### src/rtl/io_bus.sv
// io_bus: memory-mapped I/O window (LEDs, debounced keys, reload timer, IRQ) on the 6502 bus.
// Latency: read data registered, 1 clock; writes visible the clock after the write edge.
// Backpressure: none; the core bus never stalls, every cycle is accepted.
//
// Ports:
//   clock, reset_n          system clock, asynchronous active-low reset
//   ce, address, out, rd, we core bus cycle (enable, address, write data, strobes)
//   ext_in                  read data returned for addresses outside the window
//   in                      registered read data to the core
//   key                     raw asynchronous keys, active-low
//   led                     LED register
//   irq_n                   registered active-low interrupt request
module io_bus #(
    parameter logic [15:0] BASE     = 16'hC000,
    parameter int          DEBOUNCE = 16,
    parameter int          PRESCALE = 8
) (
    input  logic        clock,
    input  logic        reset_n,
    input  logic        ce,
    input  logic [15:0] address,
    input  logic [7:0]  out,
    input  logic        rd,
    input  logic        we,
    input  logic [7:0]  ext_in,
    output logic [7:0]  in,
    input  logic [3:0]  key,
    output logic [7:0]  led,
    output logic        irq_n
);

    localparam logic [3:0] REG_LED    = 4'd0;
    localparam logic [3:0] REG_KEY    = 4'd1;
    localparam logic [3:0] REG_KEDGE  = 4'd2;
    localparam logic [3:0] REG_TMR_LO = 4'd3;
    localparam logic [3:0] REG_TMR_HI = 4'd4;
    localparam logic [3:0] REG_CTRL   = 4'd5;
    localparam logic [3:0] REG_STATUS = 4'd6;

    localparam logic [DEBOUNCE-1:0] DB_MAX  = '1;
    localparam logic [PRESCALE-1:0] PRE_MAX = '1;

    // ------------------------------------------------------------------
    // Bus decode
    // ------------------------------------------------------------------
    logic       hit;
    logic [3:0] idx;
    logic       wr;
    logic       hi_wr;
    logic       snap_rd;

    assign hit     = (address[15:4] == BASE[15:4]);
    assign idx     = address[3:0];
    assign wr      = ce & we & hit;
    assign hi_wr   = wr & (idx == REG_TMR_HI);
    assign snap_rd = ce & rd & hit & (idx == REG_TMR_LO);

    // ------------------------------------------------------------------
    // Key synchronizer and debounce
    // ------------------------------------------------------------------
    logic [3:0]          key_s1;
    logic [3:0]          key_s2;
    logic [3:0]          stable;
    logic [DEBOUNCE-1:0] db_cnt [4];
    logic [3:0]          edge_set;
    logic [3:0]          kedge;
    logic                kf;

    always_ff @(posedge clock or negedge reset_n) begin
        if (!reset_n) begin
            key_s1 <= 4'hF;
            key_s2 <= 4'hF;
        end else begin
            key_s1 <= key;
            key_s2 <= key_s1;
        end
    end

    // A key only changes state after the synchronized level has disagreed
    // with the accepted level for a full counter run; any agreeing sample
    // restarts the run, which is what filters bounce.
    always_ff @(posedge clock or negedge reset_n) begin
        if (!reset_n) begin
            stable <= 4'hF;
            for (int i = 0; i < 4; i++) begin
                db_cnt[i] <= '0;
            end
        end else begin
            for (int i = 0; i < 4; i++) begin
                if (key_s2[i] == stable[i]) begin
                    db_cnt[i] <= '0;
                end else if (db_cnt[i] == DB_MAX) begin
                    stable[i] <= key_s2[i];
                    db_cnt[i] <= '0;
                end else begin
                    db_cnt[i] <= db_cnt[i] + DEBOUNCE'(1);
                end
            end
        end
    end

    // Press event: the accepted level is about to fall from 1 to 0.
    always_comb begin
        edge_set = '0;
        for (int i = 0; i < 4; i++) begin
            edge_set[i] = stable[i] & ~key_s2[i] & (db_cnt[i] == DB_MAX);
        end
    end

    // Set beats a simultaneous write-one-to-clear.
    always_ff @(posedge clock or negedge reset_n) begin
        if (!reset_n) begin
            kedge <= '0;
        end else begin
            kedge <= (kedge & ~((wr && idx == REG_KEDGE) ? out[3:0] : 4'h0)) | edge_set;
        end
    end

    assign kf = |kedge;

    // ------------------------------------------------------------------
    // Control, LED
    // ------------------------------------------------------------------
    logic [2:0] ctrl;   // {KIE, TIE, TEN}

    always_ff @(posedge clock or negedge reset_n) begin
        if (!reset_n) begin
            led  <= '0;
            ctrl <= '0;
        end else begin
            if (wr && idx == REG_LED) begin
                led <= out;
            end
            if (wr && idx == REG_CTRL) begin
                ctrl <= out[2:0];
            end
        end
    end

    // ------------------------------------------------------------------
    // Timer
    // ------------------------------------------------------------------
    logic [PRESCALE-1:0] pre;
    logic                tick;
    logic [15:0]         reload;
    logic [15:0]         count;
    logic [7:0]          snap;
    logic                tf;
    logic                tf_set;

    assign tick   = ctrl[0] & (pre == PRE_MAX);
    // A TMR_HI write reloads the count, so an expiry in that same cycle is lost.
    assign tf_set = tick & (count == 16'd0) & ~hi_wr;

    always_ff @(posedge clock or negedge reset_n) begin
        if (!reset_n) begin
            pre <= '0;
        end else if (!ctrl[0] || hi_wr) begin
            pre <= '0;
        end else begin
            pre <= pre + PRESCALE'(1);
        end
    end

    always_ff @(posedge clock or negedge reset_n) begin
        if (!reset_n) begin
            reload <= '0;
            count  <= '0;
        end else begin
            if (wr && idx == REG_TMR_LO) begin
                reload[7:0] <= out;
            end
            if (hi_wr) begin
                reload[15:8] <= out;
                count        <= {out, reload[7:0]};
            end else if (tick) begin
                count <= (count == 16'd0) ? reload : count - 16'd1;
            end
        end
    end

    // Reading the low byte freezes the high byte so a 16-bit read is atomic
    // even if the counter decrements between the two bus cycles.
    always_ff @(posedge clock or negedge reset_n) begin
        if (!reset_n) begin
            snap <= '0;
        end else if (snap_rd) begin
            snap <= count[15:8];
        end
    end

    always_ff @(posedge clock or negedge reset_n) begin
        if (!reset_n) begin
            tf <= 1'b0;
        end else begin
            tf <= (tf & ~(wr && idx == REG_STATUS && out[0])) | tf_set;
        end
    end

    // ------------------------------------------------------------------
    // Read data and interrupt
    // ------------------------------------------------------------------
    logic [7:0] rdata;

    always_comb begin
        rdata = 8'h00;
        case (idx)
            REG_LED:    rdata = led;
            REG_KEY:    rdata = {4'h0, ~stable};
            REG_KEDGE:  rdata = {4'h0, kedge};
            REG_TMR_LO: rdata = count[7:0];
            REG_TMR_HI: rdata = snap;
            REG_CTRL:   rdata = {5'h00, ctrl};
            REG_STATUS: rdata = {6'h00, kf, tf};
            default:    rdata = 8'h00;
        endcase
    end

    always_ff @(posedge clock or negedge reset_n) begin
        if (!reset_n) begin
            in    <= '0;
            irq_n <= 1'b1;
        end else begin
            in    <= hit ? rdata : ext_in;
            irq_n <= ~((tf & ctrl[1]) | (kf & ctrl[2]));
        end
    end

endmodule

### config.mk
export PLATFORM = sky130hd
export DESIGN_NAME = io_bus
export DESIGN_NICKNAME = d
export VERILOG_FILES = /design/src/rtl/io_bus.sv
export SDC_FILE = /design/constraint.sdc
export NUM_CORES = 1
export LEC_CHECK = 0
export ABC_AREA = 1
export BUFFER_PORTS_ARGS = -buffer_cell sky130_fd_sc_hd__buf_2
export CAP_MARGIN = 15
export CORE_MARGIN = 2
export CORE_UTILIZATION = 59
export CTS_CLUSTER_SIZE = 12
export DETAILED_ROUTE_END_ITERATION = 12
export GPL_ROUTABILITY_DRIVEN = 0
export GPL_TIMING_DRIVEN = 1
export PLACE_DENSITY = 0.81
export SETUP_SLACK_MARGIN = 0.02
export SYNTH_ARGS = -nofsm -noshare
export SYNTH_HDL_FRONTEND = slang
export SYNTH_SLANG_ARGS = --single-unit
### constraint.sdc
create_clock -name clock -period 4.55 [get_ports clock]
set_clock_uncertainty 0.15 [all_clocks]
set_input_delay 1.1375 -clock clock [delete_from_list [all_inputs] [get_ports clock]]
set_output_delay 1.1375 -clock clock [all_outputs]
set_load 0.02 [all_outputs]
Word-level counts from Yosys, hierarchy flattened:

Index checks and enable logic that the tools add are counted.
Widths: inputs -> output; s select.

* $add $sub $neg: 6
* equal/unequal tests: 16
* muxes and demuxes: 15
* bitwise gates (word level): 37
* reduce and logical (&&, ||, !) cells: 16

Operator list (count)
* $mux 16: 11
* $add 16x1->16 const B: 4
* $eq 16x16->1 const B: 4
* $pmux 8 s7: 1
* $and 1x1->1: 20
* $logic_not 16->1: 1
* $mux 8: 2
* $sub 16x1->16 const B: 1
* $eq 12x12->1 const B: 1
* $eq 4x3->1 const B: 3
* $not 1->1: 11
* $add 8x1->8 const B: 1
* $eq 4x2->1 const B: 2
* $eq 8x8->1 const B: 1
* $not 4->4: 2
* $reduce_and 2->1: 4
* $logic_and 1x1->1: 6
* $and 4x4->4: 1
* $eq 1x1->1: 4
* $eq 4x1->1 const B: 1
* $logic_not 4->1: 1
* $mux 4: 1
* $or 4x4->4: 1
* $reduce_or 4->1: 1
* other kinds (4): 5

* flip-flop bits (word level): 149
* input bits: 41
* output and inout port bits: 17
* logic and storage cells: 111

Logic depth before layout (Yosys ltp):

Gate-level depths: netlist (run 1).

* depth in word-level cells: 7
* mapped depth: 12
* depth with buffers taken out: 12

Worst setup path after synthesis (run 1):

No wires, ideal clock.

* path kind: input-to-reg
* start point: input address[11]
* end point: register snap[1]
* setup time: 0.118 ns
* arrival: 2.020 ns
* data required time: 4.282 ns
* setup slack: 2.262 ns
* stages: 9
* path buffers: 1
* path through: nor2_1 nand2_1 nor2_4 nand2_2 inv_2 nand4_4 buf_6 nand2_1 o21ai_2

* longest elaborated chain between the ends: 3

Ends and longest elaborated chain
* start, declared: line 21 `input logic [15:0] address,`
* $eq 12x12->1: line 52 `assign hit = (address[15:4] == BASE[15:4]);`
* $and 1x1->1 (2 in series): line 56 `assign snap_rd = ce & rd & hit & (idx == REG_TMR_LO);`
* end signal, assigned: line 188 `snap <= count[15:8];`
* end, declared: line 147 `logic [7:0] snap;`

No other way between the ends.
A chain may end at the register's enable or synchronous reset.

Final worst setup path (run 1):

* start point: input address[1]
* end point: register count[10]

* longest elaborated chain between the ends: 3
* elaborated cells between the ends (all ways): 4
* classes of those cells: eq/ne: 1; mux: 1; bitwise: 1; reduce/logical: 1

Ends and longest elaborated chain
* $eq 4x3->1 (*): line 55 `assign hi_wr = wr & (idx == REG_TMR_HI);`
* $and 1x1->1 (*): line 55
* $mux 16 / $reduce_bool 2->1 (equally long branches)
* end signal, assigned: line 175 `count <= {out, reload[7:0]};`
* end signal, assigned: line 177 `count <= (count == 16'd0) ? reload : count - 16'd1;`
* end, declared: line 146 `logic [15:0] count;`

Every way passes the cells marked *; elsewhere a longest branch is shown, timed or not.

==> flow_metrics.tcl, run 1 <==
set metrics [dict create \
    finalCritPeriodShare_pct 61.2 \
    grt_pass1_vias 6416 \
    synth.distinct_cells 47 \
    routedWlPerCell_um 14.2 \
    num_vias 6656 \
    postRouteAntennaNets 0 \
    clockBufferDepth 2 \
    antenna_found_initial 0 \
    r2r_end "count[10]" \
    critPathCaptureType "register" \
    cts_tree "built" \
    power.density_nw_per_um2 321 \
    finalWorstPathRequiredPeriod_ns 2.78 \
    multiInputGateArea_um2 3620 \
    swShare_pct 23.3 \
    cts_resized 0 \
    grt-ovfl-total 0 \
    place_ws_ns 1.35 \
    cpMostUsedCell "nor2_2" \
    post_synth.cell_area_avg_um2 8.00 \
    dr.pass1.iters 7 \
    synth_cells 994 \
    pin_count 58 \
    post_cts_buffers 0 \
    post-dp-hpwl_um 12700 \
    tightest_slew_ns 0.832 \
    area_growth_pct 12.8 \
    cpPeakStageDelay_ns 0.34 \
    cp.required_ns 4.72 \
    hold_viol 0 \
    ir_drop_mv 0.419 \
    cpMaxStageDelayCell "nor2_2" \
    clk_latency_ns 0.43 \
    cts_hold_buf 0 \
    routed_via_density 5.35 \
    async_reset_ff_share_pct 100 \
    rows 42 \
    min_path_cells 0 \
    finalMaxSlewViolations 0 \
    status "completed" \
    max_slew_margin_pct 44.5 \
    layout_commonest_cell "nand2_1" \
    start_util_pct 60.3 \
    crit_fanout 21 \
    dieHeight_um 120 \
    remaining_drc_errors 0 \
    core_area_um2 13200 \
    cp-start-kind "input pin" \
    fill_cells 1088 \
    netlist_area_um2 7950 \
    cp_top_family "simple AND/OR/NAND/NOR gates" \
    comb_power_share_pct 4.0 \
    power_frac_clock_pct 49.0 \
    finalPower_mw 2.88 \
    htree_num_levels 4 \
    hold_path_class "register to register" \
    chipWidth_um 120 \
    grt_pass1_wl_um 30200 \
    rrSetupSlack_ns 2.45 \
    setup_tns_ns 0 \
    synth_edf_count 0 \
    ys_seq_area_share_pct 47.1 \
    hold_path.startpoint "key_s1[3]" \
    crit-reg2reg-launch "pre[0]" \
    pwr-share-seq_pct 47.0 \
    layout_common_cells "nand2_1, dfrtp_1, inv_1" \
    drv_cap 0 \
    hold_end "key_s2[3]" \
    cp_num_buf_inv 4 \
    worst_r2r_path_depth 8 \
    root_buffer "clkbuf_16" \
    clk_pin_slew_ns 0.06 \
    path_class "input pin to register" \
    diodes 0 \
    layout-drive-gt1-share_pct 15.6 \
    ys.flop_type "dfrtp_1" \
    port-buffer-count 57 \
    drt_iter0_drc 588 \
    place_area_um2 8370 \
    internal_power_mw 2.21 \
    worst_slack_ns 1.77 \
    leakagePower_nw 4.38 \
    nNetsFinal 1108 \
    synth_nets 1046 \
    ff_latch_area_um2 3740 \
    fmax_ghz 0.359 \
    grt_max_degree 95 \
    numCtsBuffers 17 \
    final_area_um2 8960 \
    ys_warn_count 0 \
    p_switching_mw 0.669 \
    arrival_ns 2.95 \
    die-area_um2 14400 \
    grt_usage_pct 26.7 \
    clock-sinks 149 \
    setup_violations 0 \
    rsz0062_at_grt "no" \
    worstPathCellList "buf_2 > nor2_2 > inv_2 > nor2_2 > nand4_2 > buf_4 > nand2_2 > inv_1 > nand2_1 > nand3_1" \
    whs_ns 0.207 \
    ys_ff_latch 149 \
    wirelength_um 17700 \
]
[sequential cells by signal (all words and copies together), names as in the netlist]
name / cells
stable: 4
snap: 8
ctrl: 3
db_cnt: 64
irq_n: 1
key_s1: 4
tf: 1
led: 8
in: 8
pre: 8
kedge: 4
reload: 16
key_s2: 4
count: 16
[cells in the mapped netlist (13+ instances only)]
cell       n  area (µm²)
inv_1    120         450
nor2_1   103         387
o21ai_0   51         255
nor3_1    25         125
nor2_2    16         100
a21oi_1   16        80.1
nand3_1   67         335
nand4_1   17         106
dfrtp_1  136        3400
nand2_1  284        1070
xor2_1    27         236
dfstp_2   13         342
[worst reg2reg max path: cells and delay by family, from the launching register on]
kind | cells | cell delay, ns
flip-flops | 1 | 0.38
adder cells (fa/ha/maj) | 1 | 0.20
AND/OR/NAND/NOR | 6 | 1.05
buffers and inverters | 1 | 0.21
[power by group through the flow]
stage               logic (mW)  clock network, mW  registers (mW)
floorplan               0.0448                  0            1.38
global placement         0.115                  0            1.38
detailed placement       0.118                  0            1.38
CTS                      0.118               1.43            1.35
global route             0.133               1.48            1.35
finish                   0.116               1.41            1.35
[routing by layer]
metal,GRT usage (%),vias to the layer above,wire [µm]
met5,0,-,0
met4,9.56,0,337
met3,6.46,30,1280
met2,41.7,197,8160
met1,36.6,3127,7890
li1,-,3302,-
[cell families after synthesis]
logic type / Yosys count / synth area share, %
AO/OA/AOI/OAI: 97 / 6.86
XOR/XNOR: 35 / 3.86
adder cells (fa/ha/maj): 11 / 1.73
flip-flops: 149 / 47.1
buffers and inverters: 140 / 7.37
AND/OR/NAND/NOR: 562 / 33.1
[how the worst max path moves through the flow]
stage / startpoint / to / slack [ns] / depth (start not counted)
after floorplan: address[11] / snap[1] / 2.26 / 9
after detailed placement: address[1] / count[10] / 1.35 / 10
after global routing: address[1] / count[5] / 1.64 / 10
after CTS: address[1] / count[10] / 1.81 / 10
final: address[1] / count[10] / 1.77 / 10
after global placement: address[1] / count[10] / 1.41 / 10
[cell type report]
| class | count | area share [%] |
|---|---|---|
| Timing Repair Buffer | 59 | 3.56 |
| Inverter | 124 | 5.25 |
| Multi-Input combinational cell | 705 | 40.4 |
| Sequential cell | 149 | 41.8 |
| Tap cell | 176 | 2.46 |
| Clock buffer | 19 | 4.94 |
| Clock inverter | 13 | 1.65 |
[per-stage QoR]
stage	util (%)	cells
floorplan	-	994
global placement	63.5	1213
detailed placement	63.5	1213
CTS	68.0	1245
global route	68.0	1245
finish	68.0	1245
Power figures use the tool's default switching activity.
==> run 2: changes to the inputs <==
--- a/config.mk
+++ b/config.mk
@@ -9,12 +9,12 @@
 export BUFFER_PORTS_ARGS = -buffer_cell sky130_fd_sc_hd__buf_2
 export CAP_MARGIN = 15
 export CORE_MARGIN = 2
-export CORE_UTILIZATION = 59
+export CORE_UTILIZATION = 55
 export CTS_CLUSTER_SIZE = 12
 export DETAILED_ROUTE_END_ITERATION = 12
 export GPL_ROUTABILITY_DRIVEN = 0
 export GPL_TIMING_DRIVEN = 1
-export PLACE_DENSITY = 0.81
+export PLACE_DENSITY = 0.8
 export SETUP_SLACK_MARGIN = 0.02
 export SYNTH_ARGS = -nofsm -noshare
 export SYNTH_HDL_FRONTEND = slang
==> constraint.sdc (replaced) <==
create_clock -name clock -period 2.25 [get_ports clock]
set_clock_uncertainty 0.15 [all_clocks]
set_input_delay 0.5625 -clock clock [delete_from_list [all_inputs] [get_ports clock]]
set_output_delay 0.5625 -clock clock [all_outputs]
set_load 0.02 [all_outputs]
==> run 2 against run 1 <==
Effect of this change:
- worst setup slack worse by 1.6 ns
- cell area increased by 1.2%
- first-iteration DRC count is 14% lower
- sequential share of layout area is 0.50 points lower
- non-clock buffer count grew 11
- wire length grew 0.40%
- core utilization fell by 3.1 points
- worst hold slack worse by 0.12 ns
- via count decreased by 0.12%
- sequential power rose by 100%
- critical endpoint is now count[4]
- largest cell class unchanged
==> flow_metrics.tcl, run 2 (synthesis gave the netlist of run 1 again) <==
set metrics [dict create \
    critPathCaptureType "register" \
    final_area_um2 9070 \
    crit-reg2reg-launch "count[0]" \
    ff_latch_area_um2 3740 \
    leakagePower_nw 4.44 \
    wirelength_um 17700 \
    chipWidth_um 124 \
    internal_power_mw 4.49 \
    grt_usage_pct 24.2 \
    num_vias 6648 \
    r2r_end "count[4]" \
    remaining_drc_errors 0 \
    worstPathCellList "inv_1 > ha_1 > nand2_1 > nor2_2 > nand2_2 > nand2_1 > nand2_1 > nand2_1 > nand2_1 > nand2_1 > nand2_1" \
    grt_pass1_wl_um 30500 \
    crit_fanout 8 \
    min_path_cells 1 \
    grt_pass1_vias 6408 \
    hold_path_class "input pin to register" \
    layout_common_cells "nand2_1, dfrtp_1, inv_1" \
    power.density_nw_per_um2 633 \
    regMostFlops "db_cnt" \
    cts_tree "built" \
    grt_max_degree 48 \
    post-dp-hpwl_um 13000 \
    pwr-share-seq_pct 47.6 \
    antenna_found_initial 0 \
    p_switching_mw 1.25 \
    hold_end "key_s1[2]" \
    worst_r2r_path_depth 11 \
    place_area_um2 8480 \
    finalCritPeriodShare_pct 90.6 \
    power_frac_clock_pct 48.1 \
    cts_resized 0 \
    ir_drop_mv 0.552 \
    cp.required_ns 2.41 \
    hold_path.startpoint "key[2]" \
    max_slew_margin_pct 64.3 \
    htree_num_levels 4 \
    postRouteAntennaNets 0 \
    cpPeakStageDelay_ns 0.38 \
    rows 43 \
    diodes 0 \
    cpMostUsedCell "nand2_1" \
    routedWlPerCell_um 14.1 \
    largest_reg_flops 64 \
    grt-ovfl-total 0 \
    cp-start-kind "register" \
    numCtsBuffers 17 \
    nNetsFinal 1119 \
    clockBufferDepth 2 \
    layout-drive-gt1-share_pct 16.3 \
    arrival_ns 2.20 \
    clk_pin_slew_ns 0.06 \
    area_growth_pct 14.1 \
    die-area_um2 15400 \
    top_regs "db_cnt (64), count (16), reload (16)" \
    routed_via_density 5.28 \
    swShare_pct 21.8 \
    multiInputGateArea_um2 3620 \
    placed_cells 1227 \
    cp_num_buf_inv 1 \
    core_area_um2 14000 \
    dr.pass1.iters 5 \
    worst_slack_ns 0.211 \
    layout_commonest_cell "nand2_1" \
    drv_cap 0 \
    finalMaxSlewViolations 0 \
    rsz0062_at_grt "no" \
    fill_cells 1179 \
    pin_count 58 \
    start_util_pct 56.8 \
    clock-sinks 149 \
    cpMaxStageDelayCell "dfrtp_1" \
    cp_top_family "simple AND/OR/NAND/NOR gates" \
    finalPower_mw 5.75 \
    tightest_slew_ns 0.536 \
    drt_iter0_drc 504 \
    setup_tns_ns 0 \
    status "completed" \
    place_ws_ns 0.116 \
    clk_latency_ns 0.42 \
    comb_power_share_pct 4.3 \
    whs_ns 0.0850 \
    setup_violations 0 \
    fmax_ghz 0.490 \
    port-buffer-count 57 \
    finalWorstPathRequiredPeriod_ns 2.04 \
    post-route-util_pct 64.9 \
    root_buffer "clkbuf_16" \
    dieHeight_um 124 \
    hold_viol 0 \
    fin_cells 1260 \
    rrSetupSlack_ns 0.21 \
    path_class "register to register" \
]
[run 2: cell count changes in the layout (fill, tap and decap cells not counted), sizes merged]
cell,change
clkbuf,+6
clkinv,-3
buf,+10
inv,-3
dlygate4sd3,+1
clkinvlp,+1
bufinv,-1
[run 2: power groups by stage]
stage | Clock (mW) | Combinational (mW) | Sequential, mW
2_1_floorplan | 0 | 0.0905 | 2.79
3_3_place_gp | 0 | 0.245 | 2.78
3_5_place_dp | 0 | 0.248 | 2.78
4_1_cts | 2.81 | 0.250 | 2.74
5_1_grt | 2.91 | 0.281 | 2.74
6_report | 2.76 | 0.245 | 2.74
[run 2: cell type report]
cell class                      instances  area share, %
Clock buffer                           25           5.68
Clock inverter                          7          0.758
Inverter                              124           5.18
Multi-Input combinational cell        705           39.9
Sequential cell                       149           41.3
Tap cell                              180           2.48
Timing Repair Buffer                   70           4.73
[run 2: worst max path at each step]
stage                      from  endpoint  slack, ns  cells past startpoint
floorplan           address[11]   snap[1]       0.54                      9
global placement    address[11]  count[9]       0.15                     10
detailed placement  address[11]  count[9]       0.12                     10
CTS                    count[0]  count[4]       0.26                     11
global route           count[0]  count[3]       0.09                     11
finish                 count[0]  count[4]       0.21                     11
[run 2: per-layer routing]
layer	vias to the layer above	track usage (%)	share of wire, %
met2	211	37.3	45
met5	-	0	0
met4	0	8.72	2.4
li1	3305	-	-
met1	3097	32.9	45
met3	35	6.71	7.2
[run 2: what timing repair did]
action	4_1_cts	5_1_grt
buffers inserted	0	0
hold buffers	1	0
endpoints found under the hold margin	35	0
[run 2: worst reg2reg max path, cell delays in order (launching register included)]
cell     delay [ns]
dfrtp_1        0.38
inv_1          0.18
ha_1           0.29
nand2_1        0.09
nor2_2         0.30
nand2_2        0.19
nand2_1        0.11
nand2_1        0.05
nand2_1        0.05
nand2_1        0.04
nand2_1        0.06
nand2_1        0.05
==> run 3: changes to the inputs <==
==> config.mk (replaced) <==
export PLATFORM = sky130hd
export DESIGN_NAME = io_bus
export DESIGN_NICKNAME = d
export VERILOG_FILES = /design/src/rtl/io_bus.sv
export SDC_FILE = /design/constraint.sdc
export NUM_CORES = 1
export LEC_CHECK = 0
export BUFFER_PORTS_ARGS = -buffer_cell sky130_fd_sc_hd__buf_2
export CAP_MARGIN = 15
export CORE_MARGIN = 2
export CORE_UTILIZATION = 54
export CTS_CLUSTER_SIZE = 12
export DETAILED_ROUTE_END_ITERATION = 12
export GPL_ROUTABILITY_DRIVEN = 0
export GPL_TIMING_DRIVEN = 1
export MAX_ROUTING_LAYER = met4
export PLACE_DENSITY = 0.79
export SETUP_SLACK_MARGIN = 0.02
export SLEW_MARGIN = 20
export SYNTH_ARGS = -nofsm -noshare
export SYNTH_HDL_FRONTEND = slang
export SYNTH_SLANG_ARGS = --single-unit
==> run 3 against run 2 <==
Effect of this change:
- the flow now finishes with violations (negative setup slack)
- maximum frequency down 11%
- global-route usage rose by 2.1 points
- sequential cell count is the same
- clock power fell by 2%
- synthesized area decreased by 9.1%
- worst hold slack worse by 0.0050 ns
- worst setup slack worse by 0.25 ns
- largest cell class unchanged
==> flow_metrics.tcl, run 3 <==
set metrics [dict create \
    critPathCaptureType "register" \
    clk_latency_ns 0.43 \
    pin_count 58 \
    crit-reg2reg-launch "count[6]" \
    drv_cap 0 \
    ys_ff_latch 149 \
    finalPower_mw 5.70 \
    hold_path_class "input pin to register" \
    cpMaxStageDelayCell "nor4_1" \
    ys_seq_area_share_pct 51.8 \
    rows 42 \
    postRouteAntennaNets 0 \
    regMostFlops "db_cnt" \
    fin_cells 997 \
    power.density_nw_per_um2 654 \
    area_growth_pct 20.7 \
    r2r_end "count[14]" \
    cp-start-kind "register" \
    p_switching_mw 1.28 \
    pwr-share-seq_pct 48.1 \
    place_ws_ns -0.181 \
    antenna_found_initial 0 \
    yosysTopAreaCellShare_pct 47.1 \
    dieHeight_um 120 \
    grt_pass1_wl_um 28900 \
    post_synth.cell_area_avg_um2 10.4 \
    crit_start "count[6]" \
    rsz0062_at_grt "yes" \
    routedWlPerCell_um 17.3 \
    clk_pin_slew_ns 0.06 \
    die-area_um2 14300 \
    netlist_area_um2 7230 \
    finalCritPeriodShare_pct 102 \
    finalMaxSlewViolations 0 \
    cp.depth 5 \
    final_area_um2 8720 \
    arrival_ns 2.49 \
    max_slew_margin_pct 64.0 \
    finalWorstPathRequiredPeriod_ns 2.29 \
    layout_commonest_cell "dfrtp_1" \
    cpPeakStageDelay_ns 0.55 \
    crit_fanout 9 \
    violations "negative setup slack" \
    clockBufferDepth 2 \
    largest_reg_flops 64 \
    top_regs "db_cnt (64), count (16), reload (16)" \
    grt_pass1_vias 5970 \
    worstSetupEndpoint "count[14]" \
    chipWidth_um 120 \
    synth_nets 750 \
    grt_usage_pct 26.3 \
    hold_viol 0 \
    fill_cells 991 \
    num_vias 5950 \
    worst_r2r_path_depth 5 \
    grt_max_degree 57 \
    worst_slack_ns -0.0435 \
    setup_violations 2 \
    status "complete, but fails checks" \
    cp_top_family "simple AND/OR/NAND/NOR gates" \
    nNetsFinal 860 \
    post-route-util_pct 66.4 \
    fmax_ghz 0.436 \
    wirelength_um 17300 \
    grt-ovfl-total 0 \
    place_area_um2 8060 \
    port-buffer-count 57 \
    ys_top_cells_by_count "dfrtp_1, nor2_1, nand2_1, xor2_1, nand3_1" \
    ys.flop_type "dfrtp_1" \
    path_class "register to register" \
    synth_top_area_cell "dfrtp_1" \
    synth_edf_count 0 \
    tightest_slew_ns 0.534 \
    layout_common_cells "dfrtp_1, nor2_1, nand2_1" \
    leakagePower_nw 3.94 \
    cp.required_ns 2.45 \
    worstPathCellList "nor4_1 > and4_4 > nor2_2 > a311o_1 > a21oi_1" \
    post-dp-hpwl_um 12200 \
    internal_power_mw 4.42 \
    swShare_pct 22.4 \
    rrSetupSlack_ns -0.04 \
    htree_num_levels 4 \
    root_buffer "clkbuf_16" \
    dr.pass1.iters 7 \
    comb_power_share_pct 4.4 \
    core_area_um2 13100 \
    start_util_pct 55.0 \
    synth.distinct_cells 72 \
    yosysMostFrequentCell "dfrtp_1" \
    ys_warn_count 0 \
    diodes 0 \
    cts_tree "built" \
    power_frac_clock_pct 47.5 \
    synthTopCellsByArea "dfrtp_1, nor2_1, dfstp_2, mux2_2, xor2_1" \
    routed_via_density 5.97 \
    layout-drive-gt1-share_pct 26.8 \
    placed_cells 960 \
    numCtsBuffers 17 \
    remaining_drc_errors 0 \
    clock-sinks 149 \
    cp_num_buf_inv 0 \
    synth_cells 698 \
    ir_drop_mv 0.520 \
    async_reset_ff_share_pct 100 \
    drt_iter0_drc 859 \
]
run 3: changes by cell type in the layout (fill, tap and decap cells not counted), sizes merged, moves of 8 or more:
cell    delta
and4       +9
nand3     -38
and3       +9
a222oi     +8
nor3b      -8
o21ai     -42
xnor2     +17
buf       +42
xor2       +8
nor2      -22
nor3      -16
mux2      +30
nand2    -225
inv      -100
run 3: cells by family (layout without fill, tap and decap cells):
family | after synthesis | in the layout | synth area share (%)
AND/OR/NAND/NOR | 308 | 308 | 21.9
AO/OA/AOI/OAI | 96 | 96 | 9.24
multiplexers | 32 | 32 | 4.95
XOR/XNOR | 60 | 60 | 7.27
adder cells (fa/ha/maj) | 11 | 11 | 1.90
flip-flops | 149 | 149 | 51.8
buffers and inverters | 42 | 165 | 2.96
run 3: what timing repair did:
item                       4_1_cts  5_1_grt
pin swaps                        0        2
gates resized for setup          1       17
hold endpoints to repair        44        0
gates cloned                     0        0
setup buffers                    0        4
hold buffers                     1        0
setup endpoints to repair        1       28
run 3: worst reg2reg max path, cell delays in order, from the launching register on:
cell and delay [ns]:
dfrtp_1 0.48, nor4_1 0.55, and4_4 0.43, nor2_2 0.11
a311o_1 0.36, a21oi_1 0.14
run 3: cell type report:
cell class	instances	area, µm²	area share [%]
flip-flops and latches	149	3750	43.0
multi-input cells	507	3320	38.1
repair buffers	112	782	8.96
clock buffers	21	470	5.39
well taps	176	220	2.52
clock inverters	11	101	1.16
inverters	21	78.8	0.904
run 3: power by group through the flow:
| stage | clock network, mW | logic, mW | registers [mW] |
|---|---|---|---|
| after floorplan | 0 | 0.0819 | 2.79 |
| after global placement | 0 | 0.243 | 2.79 |
| after detailed placement | 0 | 0.253 | 2.79 |
| after CTS | 2.75 | 0.257 | 2.74 |
| after global routing | 2.86 | 0.284 | 2.74 |
| final | 2.71 | 0.253 | 2.74 |
run 3: routing by layer:
metal,track usage (%),up-vias,part of all wire [%]
li1,-,2691,-
met1,32.3,2894,40
met2,41.1,292,49
met3,6.51,73,7.5
met4,12.5,0,3.5
met5,-,-,0
run 3: worst min-delay path by stage:
stage               from         to  slack, ns  cells past startpoint
3_5_place_dp   key_s1[3]  key_s2[3]       0.20                      0
4_1_cts           key[1]  key_s1[1]       0.07                      1
5_1_grt           key[2]  key_s1[2]       0.07                      1
6_report          key[1]  key_s1[1]       0.08                      1
2_1_floorplan    reset_n   count[0]       0.12                      0
3_3_place_gp   key_s1[3]  key_s2[3]       0.20                      0
run 3: per-stage QoR:
| step | setup TNS (ns) | hold WS, ns |
|---|---|---|
| 3_5_place_dp | -5.36 | 0.200 |
| 5_1_grt | -0.0945 | 0.0671 |
| 3_3_place_gp | -2.85 | 0.198 |
| 2_1_floorplan | 0 | 0.117 |
| 6_report | -0.0501 | 0.0800 |
| 4_1_cts | 0 | 0.0673 |
